File: src/rtl/serial_bus_arbiter.sv
// Round-robin arbiter/interconnect for the serial system bus: grants one master,
// decodes the slave from leading address bits, then steers handshake and bit lines.
// Optional idle-tenure watchdog: define ARB_TIMEOUT_EN.
module serial_bus_arbiter #(
  parameter int NUM_MASTERS = 2,
  parameter int NUM_SLAVES  = 4,
  parameter int SEL_BITS    = 2,
  parameter int TIMEOUT     = 255
) (
  input  logic                   clk,
  input  logic                   rst,
  input  logic [NUM_MASTERS-1:0] m_breq,
  output logic [NUM_MASTERS-1:0] m_grant,
  input  logic [NUM_MASTERS-1:0] m_mode,
  input  logic [NUM_MASTERS-1:0] m_wr_bus,
  input  logic [NUM_MASTERS-1:0] m_master_valid,
  output logic [NUM_MASTERS-1:0] m_slave_ready,
  input  logic [NUM_MASTERS-1:0] m_master_ready,
  output logic [NUM_MASTERS-1:0] m_slave_valid,
  output logic [NUM_MASTERS-1:0] m_rd_bus,
  output logic [NUM_MASTERS-1:0] m_err,
  output logic [NUM_SLAVES-1:0]  s_mode,
  output logic [NUM_SLAVES-1:0]  s_wr_bus,
  output logic [NUM_SLAVES-1:0]  s_master_valid,
  output logic [NUM_SLAVES-1:0]  s_master_ready,
  input  logic [NUM_SLAVES-1:0]  s_rd_bus,
  input  logic [NUM_SLAVES-1:0]  s_slave_ready,
  input  logic [NUM_SLAVES-1:0]  s_slave_valid
);

  localparam int IW = (NUM_MASTERS > 1) ? $clog2(NUM_MASTERS) : 1;
  localparam int CW = $clog2(SEL_BITS + 1);

  localparam logic [2:0] ST_IDLE    = 3'd0;
  localparam logic [2:0] ST_SEL     = 3'd1;
  localparam logic [2:0] ST_CONNECT = 3'd2;
  localparam logic [2:0] ST_RELEASE = 3'd3;
  localparam logic [2:0] ST_ERR     = 3'd4;

  if (NUM_MASTERS < 1 || SEL_BITS < 1 || NUM_SLAVES > (2 ** SEL_BITS) || TIMEOUT < 1) begin : g_param_check
    $error("serial_bus_arbiter: illegal parameter combination");
  end

  logic [2:0]             r_state;
  logic [IW-1:0]          r_rr;
  logic [IW-1:0]          r_owner;
  logic [NUM_MASTERS-1:0] r_grant;
  logic [NUM_MASTERS-1:0] r_err;
  logic [SEL_BITS-1:0]    r_sel;
  logic [CW-1:0]          r_bitcnt;

  logic                   w_found;
  logic [IW-1:0]          w_pick;
  logic [IW-1:0]          w_rr_next;
  logic                   w_own_breq;
  logic                   w_own_valid;
  logic                   w_own_bit;
  logic [SEL_BITS-1:0]    w_sel_new;
  logic                   w_sel_ok;
  logic                   w_in_sel;
  logic                   w_connect;
  logic                   w_tmo_hit;

  // Scan downwards so the requester closest to the rr pointer wins last.
  always_comb begin
    w_found = 1'b0;
    w_pick  = '0;
    for (int n = NUM_MASTERS - 1; n >= 0; n--) begin
      if (m_breq[(int'(r_rr) + n) % NUM_MASTERS]) begin
        w_found = 1'b1;
        w_pick  = IW'((int'(r_rr) + n) % NUM_MASTERS);
      end
    end
  end

  assign w_rr_next   = (r_owner == IW'(NUM_MASTERS - 1)) ? '0 : IW'(r_owner + 1'b1);
  assign w_own_breq  = m_breq[r_owner];
  assign w_own_valid = m_master_valid[r_owner];
  assign w_own_bit   = m_wr_bus[r_owner];
  assign w_sel_new   = SEL_BITS'({r_sel, w_own_bit});
  assign w_sel_ok    = ({1'b0, w_sel_new} < (SEL_BITS + 1)'(NUM_SLAVES));
  assign w_in_sel    = (r_state == ST_SEL);
  assign w_connect   = (r_state == ST_CONNECT);

`ifdef ARB_TIMEOUT_EN
  localparam int TW = $clog2(TIMEOUT + 1);

  logic [TW-1:0] r_tmo;
  logic          w_beat;

  assign w_beat    = (w_own_valid & s_slave_ready[r_sel]) |
                     (s_slave_valid[r_sel] & m_master_ready[r_owner]);
  assign w_tmo_hit = w_connect && (r_tmo == TW'(TIMEOUT));

  always_ff @(posedge clk) begin
    if (rst || !w_connect || w_beat) begin
      r_tmo <= '0;
    end else if (!w_tmo_hit) begin
      r_tmo <= r_tmo + 1'b1;
    end
  end
`else
  assign w_tmo_hit = 1'b0;
`endif

  always_ff @(posedge clk) begin
    if (rst) begin
      r_state  <= ST_IDLE;
      r_rr     <= '0;
      r_owner  <= '0;
      r_grant  <= '0;
      r_err    <= '0;
      r_sel    <= '0;
      r_bitcnt <= '0;
    end else begin
      r_err <= '0;
      case (r_state)
        ST_IDLE: begin
          if (w_found) begin
            r_owner  <= w_pick;
            r_grant  <= NUM_MASTERS'(1) << w_pick;
            r_sel    <= '0;
            r_bitcnt <= '0;
            r_state  <= ST_SEL;
          end
        end
        ST_SEL: begin
          // A master withdrawing mid-decode never reaches any slave.
          if (!w_own_breq) begin
            r_grant <= '0;
            r_state <= ST_RELEASE;
          end else if (w_own_valid) begin
            r_sel <= w_sel_new;
            if (r_bitcnt == CW'(SEL_BITS - 1)) begin
              if (w_sel_ok) begin
                r_state <= ST_CONNECT;
              end else begin
                r_err   <= r_grant;
                r_state <= ST_ERR;
              end
            end else begin
              r_bitcnt <= r_bitcnt + 1'b1;
            end
          end
        end
        ST_CONNECT: begin
          if (!w_own_breq || w_tmo_hit) begin
            r_grant <= '0;
            r_state <= ST_RELEASE;
          end
        end
        ST_RELEASE: begin
          r_rr    <= w_rr_next;
          r_state <= ST_IDLE;
        end
        ST_ERR: begin
          if (!w_own_breq) begin
            r_grant <= '0;
            r_rr    <= w_rr_next;
            r_state <= ST_IDLE;
          end
        end
        default: r_state <= ST_IDLE;
      endcase
    end
  end

  assign m_grant = r_grant;

  genvar gi;
  for (gi = 0; gi < NUM_SLAVES; gi++) begin : g_slave
    logic w_hit;
    assign w_hit              = w_connect && (r_sel == SEL_BITS'(gi));
    assign s_mode[gi]         = w_hit & m_mode[r_owner];
    assign s_wr_bus[gi]       = w_hit & w_own_bit;
    assign s_master_valid[gi] = w_hit & w_own_valid & ~w_tmo_hit;
    assign s_master_ready[gi] = w_hit & m_master_ready[r_owner];
  end

  for (gi = 0; gi < NUM_MASTERS; gi++) begin : g_master
    logic w_own;
    assign w_own             = (r_owner == IW'(gi));
    assign m_slave_ready[gi] = w_own & (w_in_sel | (w_connect & s_slave_ready[r_sel]));
    assign m_slave_valid[gi] = w_own & w_connect & s_slave_valid[r_sel];
    assign m_rd_bus[gi]      = w_own & w_connect & s_rd_bus[r_sel];
    assign m_err[gi]         = r_err[gi] | (w_own & w_tmo_hit);
  end

endmodule

File: config.mk
export PLATFORM = sky130hd
export DESIGN_NAME = serial_bus_arbiter
export DESIGN_NICKNAME = d
export VERILOG_FILES = /design/src/rtl/serial_bus_arbiter.sv
export SDC_FILE = /design/constraint.sdc
export NUM_CORES = 1
export LEC_CHECK = 0
export ABC_CLOCK_PERIOD_IN_PS = 3300
export CORE_UTILIZATION = 43
export CTS_CLUSTER_DIAMETER = 60
export DETAILED_ROUTE_END_ITERATION = 10
export GPL_ROUTABILITY_DRIVEN = 0
export PLACE_DENSITY = 0.94
export SLEW_MARGIN = 20
export SYNTH_ARGS = -nofsm -noshare
export SYNTH_HDL_FRONTEND = slang
export SYNTH_SLANG_ARGS = --single-unit
File: constraint.sdc
create_clock -name clk -period 3.3 [get_ports clk]
set_input_delay 0.66 -clock clk [delete_from_list [all_inputs] [get_ports clk]]
set_output_delay 0.66 -clock clk [all_outputs]
set_load 0.03 [all_outputs]
# Word level (Yosys, flattened, before mapping)
# Index checks and enable logic that the tools add are counted.
# W data, S select, Z words.
# word_totals
regBits	11
input_bits	24
# op_classes
n_addsub	3
n_lt_le_gt_ge	4
n_eq_ne	17
shift	1
n_mux	46
n_bitwise	28
n_reduce_logical	16
# ops
cell	count
$and A1 B1 Y1	25
$mux W1	24
$mux W3	6
$mux W2	8
$ne A2 B2 Y1 const B	7
$pmux W2 S2	3
$pmux W3 S4	1
$reduce_and A5 Y1	2
$bmux W1 S2	3
$eq A3 B2 Y1 const B	2
$lt A2 B3 Y1 const B	2
$reduce_bool A2 Y1	3
$eq A2 B1 Y1 const B	2
$eq A2 B2 Y1 const B	2
$logic_and A1 B1 Y1	4
$lt A1 B2 Y1 const B	2
$reduce_and A2 Y1	2
$reduce_and A4 Y1	1
$eq A3 B1 Y1 const B	1
$eq A3 B3 Y1 const B	1
$logic_not A3 Y1	1
$ne A3 B2 Y1 const B	1
$ne A3 B3 Y1 const B	1
$reduce_and A3 Y1	1
other kinds (9)	10

# Longest topological paths before layout
# Gate-level depths: netlist of the first run.
# logic_depth
word_depth	10
ltp_mapped	6

# Least setup slack after synthesis of the first run
# OpenSTA, ideal clock, no wires.
# synth_timing
path_type	reg-to-output
startpoint	reg r_state[0]
endpoint	out s_master_ready[0]
t_arrival_ns	1.654
required_time_ns	2.640
path_slack_ns	0.986
stages_incl_launch_ff	5
n_path_buf	0
path_cell_list	dfxtp_1 inv_1 ha_1 or3b_2 nor2_1
# synth_via
elab_chain_cells	3
# synth_lines
item	line_no	rtl
from (decl)	44	logic [2:0] r_state;
from (signal assigned)	108	r_state <= ST_IDLE;
from (signal assigned)	124	r_state <= ST_SEL;
from (signal assigned)	131	r_state <= ST_RELEASE;
$eq A3 B2 Y1	83	assign w_connect = (r_state == ST_CONNECT);
$logic_and A1 B1 Y1	173	assign w_hit = w_connect && (r_sel == SEL_BITS'(gi));
$and A1 B1 Y1	177	assign s_master_ready[gi] = w_hit & m_master_ready[r_owner];
to (decl)	25	output logic [NUM_SLAVES-1:0] s_master_ready,
# No other way between the ends.

# Final worst setup path of the first run
# layout_timing
startpoint	reg r_state[0]
endpoint	out s_wr_bus[0]
# layout_via
elab_chain_cells	3
# layout_lines
item	line_no	rtl
$eq A3 B2 Y1	83	
$logic_and A1 B1 Y1	173	
$and A1 B1 Y1	175	assign s_wr_bus[gi] = w_hit & w_own_bit;
to (decl)	23	output logic [NUM_SLAVES-1:0] s_wr_bus,
# No other way between the ends.

==> out/results.tsv, run 1 <==
stage	metric	value	unit
run_status	outcome	finished, final reports clean	
synthesis	EDFF count, synth	0	
synthesis	post-synth top area cell	dfxtp_1	
timing	Hold Fails Final Rpt	0	
setup_path	peak fanout along the critical path	9	
synthesis	Area contributors post-synth	dfxtp_1, ha_1, nor2_1, mux4_2, mux2i_1	
synthesis	Synth Register Bits	10	
hold_path	Min-Delay Path Class	register to register	
grt	vias in the first global route	1056	
synthesis	ys async rst share	0	
route	per-cell routed wire length	13.98	um
cells_and_area	share of post-route cells with drive strength above 1	0.08589	
cells_and_area	Syn-to-layout area delta	52.06	%
timing	TNS Setup	0	ns
die	Core Rows	16	
synthesis	top post-synthesis cells by count	nor2_1, dfxtp_1, ha_1, inv_1, mux2i_1	
cells_and_area	Final Instance Area	1480	sq um
grt	largest net degree at the start of global routing	11	
cells_and_area	Fill cells	171	
setup_path	CP Capture Type	output port	
clocking	cts bufs inserted	3	
timing	Final Cycle Share	0.9416	
timing	final setup vio count	0	
setup_path	critical path class	register to output port	
grt	met2 Use GR	0.4369	
die	I/O Pins	50	
grt	met1 Track Usage GR	0.2448	
clocking	CTS tree	built	
clocking	postcts setup bufs	0	
route	Via density	5.605	
route	antenna viol nets, final	0	
setup_path	Worst Path Arrival	2.45	ns
route	Routed Wire Length	2657	um
job	max_cap viols	0	
setup_path	Worst Setup Start Kind	register	
timing	RSZ-0062 raised after global routing	no	
synthesis	Syn Std Cell Area	973.4	sq um
synthesis	Seq/Total Area, Yosys	0.2057	
route	vias post-DR	1065	
synthesis	Post-Syn Instances	117	
timing	Final Critical Period	3.107	ns
timing	clock skew	0.001551	ns
synthesis	Synth Area per Inst	8.320	sq um
clocking	hold buffer count at CTS	0	
clocking	CTS HTree Levels	1	
cells_and_area	diode count	0	
route	drc violations	0	
power_and_ir_drop	power density cells	506.4	nW/um^2
clocking	clk root buf	clkbuf_4	
die	die area	2458	sq um
timing	fmax	0.3218	GHz
grt	gr ovfl total	0	
grt	initial antenna violation count	0	
die	Starting Density	0.4767	
grt	gr usage total	0.2347	
setup_path	WP data required	2.64	ns
synthesis	synth warn	0	
die	Die Wd	49.58	um
synthesis	most common cell in the netlist	nor2_1	
clocking	CTS sink cnt	10	
clocking	Worst-path clk slew	0.06	ns
clocking	clock latency on the worst-skew pair	0.27	ns
clocking	clock tree buffer depth	2	
route	Starting DRT DRC Count	15	
power_and_ir_drop	LEAKAGE	0.5820	nW
die	core area	2042	sq um
synthesis	share of the synthesized area in the top cell type	0.2057	
clocking	CTS resizes	0	
timing	Slew HR	0.5875	
power_and_ir_drop	VDD IR-drop max	0.0003987	V
route	First-pass DRT Iterations	4	
cells_and_area	nets	198	
die	die height	49.58	um
grt	M3 GR Usage	0.05864	
grt	Most Crowded Layer GR	met2	
synthesis	Most used DFF post-synth	dfxtp_1	
timing	Slew @ Worst Pin	0.6174	ns
synthesis	Distinct cells, synth	36	
grt	first-pass GRT wire length	4429	um
timing	fin. max-slew vios	0	
placement	Post-DP Area	1458	sq um
placement	Port Buf Inserts	47	
placement	dpl hpwl	2180	um
cells_and_area	Post-Route Utilization	0.7249	
[worst max-delay path, stage by stage, from the launching register on]
cell	delay, ns
dfxtp_1	0.35
inv_1	0.16
ha_1	0.34
or3b_2	0.53
nor2_1	0.12
clkdlybuf4s50_1	0.67
[metal layers]
layer / wire length, um / up-vias
li1: - / 509
met1: 1062 / 492
met2: 1306 / 59
met3: 248 / 5
met4: 39 / 0
met5: 0 / -
[flip-flops by register name (all words and copies together) (netlist names)]
signal and count:
g_master.w_own 1, m_grant 2, r_bitcnt 2, r_rr 1, r_sel 2, r_state 2
[final cells by class]
type                            instances  area [sq um]  area share
Timing Repair Buffer                   48         478.0      0.3229
Sequential cell                        10         200.2      0.1352
Clock buffer                            3         22.52     0.01522
Tap cell                               27         33.78     0.02282
Inverter                                8         30.03     0.02029
Multi-Input combinational cell         94         715.7      0.4835
[final timing paths]
kind	cells past startpoint	slack, ns	start	end
worst max-delay path	5	0.19	r_state[0]$_SDFFE_PP0P_	s_wr_bus[0]
worst min register to register	2	0.50	m_grant[0]$_SDFFE_PP0P_	m_grant[0]$_SDFFE_PP0P_
worst min-delay path	2	0.50	m_grant[0]$_SDFFE_PP0P_	m_grant[0]$_SDFFE_PP0P_
worst max register to register	5	1.31	r_state[0]$_SDFFE_PP0P_	r_state[0]$_SDFFE_PP0P_
[metrics by stage]
stage / power [mW] / hold slack, ns / setup slack, ns / instances
floorplan: 0.5303 / 0.4511 / 0.9857 / 118
global placement: 0.6497 / 0.4815 / 0.2891 / 187
detailed placement: 0.6677 / 0.4799 / 0.2716 / 187
CTS: 0.7541 / 0.5012 / 0.1815 / 190
global route: 0.8088 / 0.5430 / 0.01917 / 190
finish: 0.7496 / 0.4987 / 0.1926 / 190
[placed cells by master (no fill, tap or decap), types with 2 or more instances in the layout]
cell type         n
ha_1              9
nand2b_1          3
conb_1            2
o311ai_1          2
mux4_2            3
nor3b_1           2
or3_1             2
a21oi_1           3
nor2_1           27
nor2b_1           2
o41ai_1           3
inv_1             8
nand3b_1          2
nor3_1            2
clkbuf_4          3
o211ai_1          2
nand2_1           5
mux2i_1           6
dfxtp_1          10
o2bb2ai_1         2
clkdlybuf4s50_1  47
and3_1            4
[kinds of logic (layout without fill, tap and decap cells)]
kind of cell             Yosys count  count (layout)  synth area share
AO/OA/AOI/OAI                     20              20            0.1992
adder cells (fa/ha/maj)            9               9            0.1157
buffers and inverters             14              59           0.06297
flip-flops                        10              10            0.2057
multiplexers                      11              11            0.1568
other                              1               2          0.003852
AND/OR/NAND/NOR                   52              52            0.2558
[power by group]
part / switching [mW] / internal, mW / total [mW]
Clock: 0.0408 / 0.0421 / 0.0830
Sequential: 0.0282 / 0.147 / 0.175
Combinational: 0.275 / 0.217 / 0.491
Power figures use the tool's default switching activity.
==> run 2: changes to the inputs <==
Settings changed: CAP_MARGIN set to 20, CORE_MARGIN set to 4, SLEW_MARGIN 20 to not set.
==> out/results.tsv, run 2 (same netlist as run 1, synthesis figures left out) <==
stage	metric	value	unit	change
power_and_ir_drop	LEAKAGE	0.5892	nW	+1.2%
job	max_cap viols	0		unchanged
die	core area	2062	sq um	+0.98%
route	antenna viol nets, final	0		unchanged
setup_path	r2r startpoint	r_state[1]$_SDFFE_PP0P_		
setup_path	CP Capture Type	output port		
clocking	CTS HTree Levels	1		unchanged
power_and_ir_drop	power density cells	530.2	nW/um^2	+4.7%
die	die height	55.58	um	+12%
cells_and_area	most frequent cells in the layout	clkdlybuf4s50_1, nor2_1, dfxtp_1, ha_1, inv_1		
timing	RSZ-0062 raised after global routing	no		
placement	Placed Cells	187		unchanged
die	die area	3089	sq um	+26%
clocking	clock latency on the worst-skew pair	0.29	ns	+0.02 ns
cells_and_area	area of the multi-input gates	715.7	sq um	unchanged
timing	clock skew	0.01105	ns	+0.009503 ns
grt	largest net degree at the start of global routing	11		unchanged
setup_path	Worst Setup Start Kind	register		
cells_and_area	FF/Latch Area	200.2	sq um	unchanged
cells_and_area	Fill cells	167		-2.3%
hold_path	Min-Delay Path Class	register to register		
timing	fin. max-slew vios	0		unchanged
die	I/O Pins	50		unchanged
route	First-pass DRT Iterations	4		unchanged
route	per-cell routed wire length	15.07	um	+7.8%
clocking	Worst-path clk slew	0.06	ns	about the same
power_and_ir_drop	VDD IR-drop max	0.0003996	V	+0.23%
run_status	outcome	finished, final reports clean		
placement	Port Buf Inserts	47		unchanged
placement	dpl hpwl	2357	um	+8.1%
route	drc violations	0		unchanged
setup_path	Worst Path Arrival	2.51	ns	+0.06 ns
route	vias post-DR	1044		-2.0%
grt	first-pass GRT wire length	4623	um	+4.4%
timing	TNS Setup	0	ns	unchanged
cells_and_area	nets	198		unchanged
cells_and_area	commonest non-fill, non-tap cell in the layout	clkdlybuf4s50_1		
grt	vias in the first global route	999		-5.4%
timing	final setup vio count	0		unchanged
timing	Slew HR	0.5827		-0.004768
hold_path	Worst Min Path Start	m_grant[1]$_SDFFE_PP0P_		
cells_and_area	Post-Route Utilization	0.7245		about the same
timing	Final Cycle Share	0.9618		+0.02021
clocking	CTS tree	built		
clocking	cts bufs inserted	3		unchanged
clocking	clk root buf	clkbuf_4		
timing	Hold Fails Final Rpt	0		unchanged
grt	gr ovfl total	0		unchanged
grt	initial antenna violation count	0		unchanged
timing	fmax	0.3151	GHz	-2.1%
die	Die Wd	55.58	um	+12%
setup_path	peak fanout along the critical path	9		unchanged
clocking	clock tree buffer depth	2		unchanged
setup_path	WP data required	2.64	ns	about the same
clocking	postcts setup bufs	0		unchanged
cells_and_area	share of post-route cells with drive strength above 1	0.09146		+0.005574
clocking	hold buffer count at CTS	0		unchanged
timing	Final Critical Period	3.174	ns	+0.06671 ns
route	Starting DRT DRC Count	25		+10
route	Via density	5.466		-2.5%
cells_and_area	diode count	0		unchanged
die	Starting Density	0.4721		-0.004628
timing	Slew @ Worst Pin	0.6211	ns	+0.003708 ns
setup_path	CP startpoint	r_state[0]$_SDFFE_PP0P_		
clocking	CTS resizes	0		unchanged
clocking	CTS sink cnt	10		unchanged
grt	gr usage total	0.1839		-0.05082
setup_path	critical path class	register to output port		
die	Core Rows	16		unchanged
cells_and_area	Syn-to-layout area delta	53.47	%	
timing	Setup WS post-layout	0.1259	ns	-0.06671 ns
route	Routed Wire Length	2879	um	+8.4%
placement	Place WS	0.2114	ns	-0.06017 ns
cells_and_area	post-route insts no fill	191		+0.53%
-- run 2: cell type report --
cell class,instances,share of cell area
Inverter,8,0.02010
Clock buffer,4,0.02429
Timing Repair Buffer,48,0.3199
Multi-Input combinational cell,94,0.4791
Sequential cell,10,0.1340
Tap cell,27,0.02261
-- run 2: per-stage QoR --
stage	cell area (sq um)	hold slack, ns	total power, mW
6_report	1494	0.4953	0.7921
5_1_grt	1494	0.5416	0.8522
4_1_cts	1494	0.5011	0.7921
3_5_place_dp	1458	0.4884	0.6739
3_3_place_gp	1458	0.4802	0.6505
2_1_floorplan	977.2	0.4511	0.5303
-- run 2: worst max-delay path, stage by stage, from the launching register on --
cell,delay [ns]
dfxtp_1,0.35
inv_1,0.17
ha_1,0.34
or3b_2,0.52
nor2_1,0.16
clkdlybuf4s50_1,0.69
-- run 2: layer usage --
layer,vias up,wire length [um],track usage
li1,509,-,-
met1,474,1244,0.2081
met2,56,1354,0.3294
met3,5,236,0.04872
met4,0,44,0.06250
met5,-,0,0
-- run 2: final timing paths --
path / depth (start not counted) / end / slack [ns]
max: 5 / s_master_ready[0] / 0.13
min: 2 / m_grant[1]$_SDFFE_PP0P_ / 0.50
max reg2reg: 5 / r_state[0]$_SDFFE_PP0P_ / 1.34
min reg2reg: 2 / m_grant[1]$_SDFFE_PP0P_ / 0.50
-- run 2: report_power, final --
part | internal [mW] | switching [mW]
combinational | 0.217 | 0.284
clock | 0.0673 | 0.0490
sequential | 0.147 | 0.0281
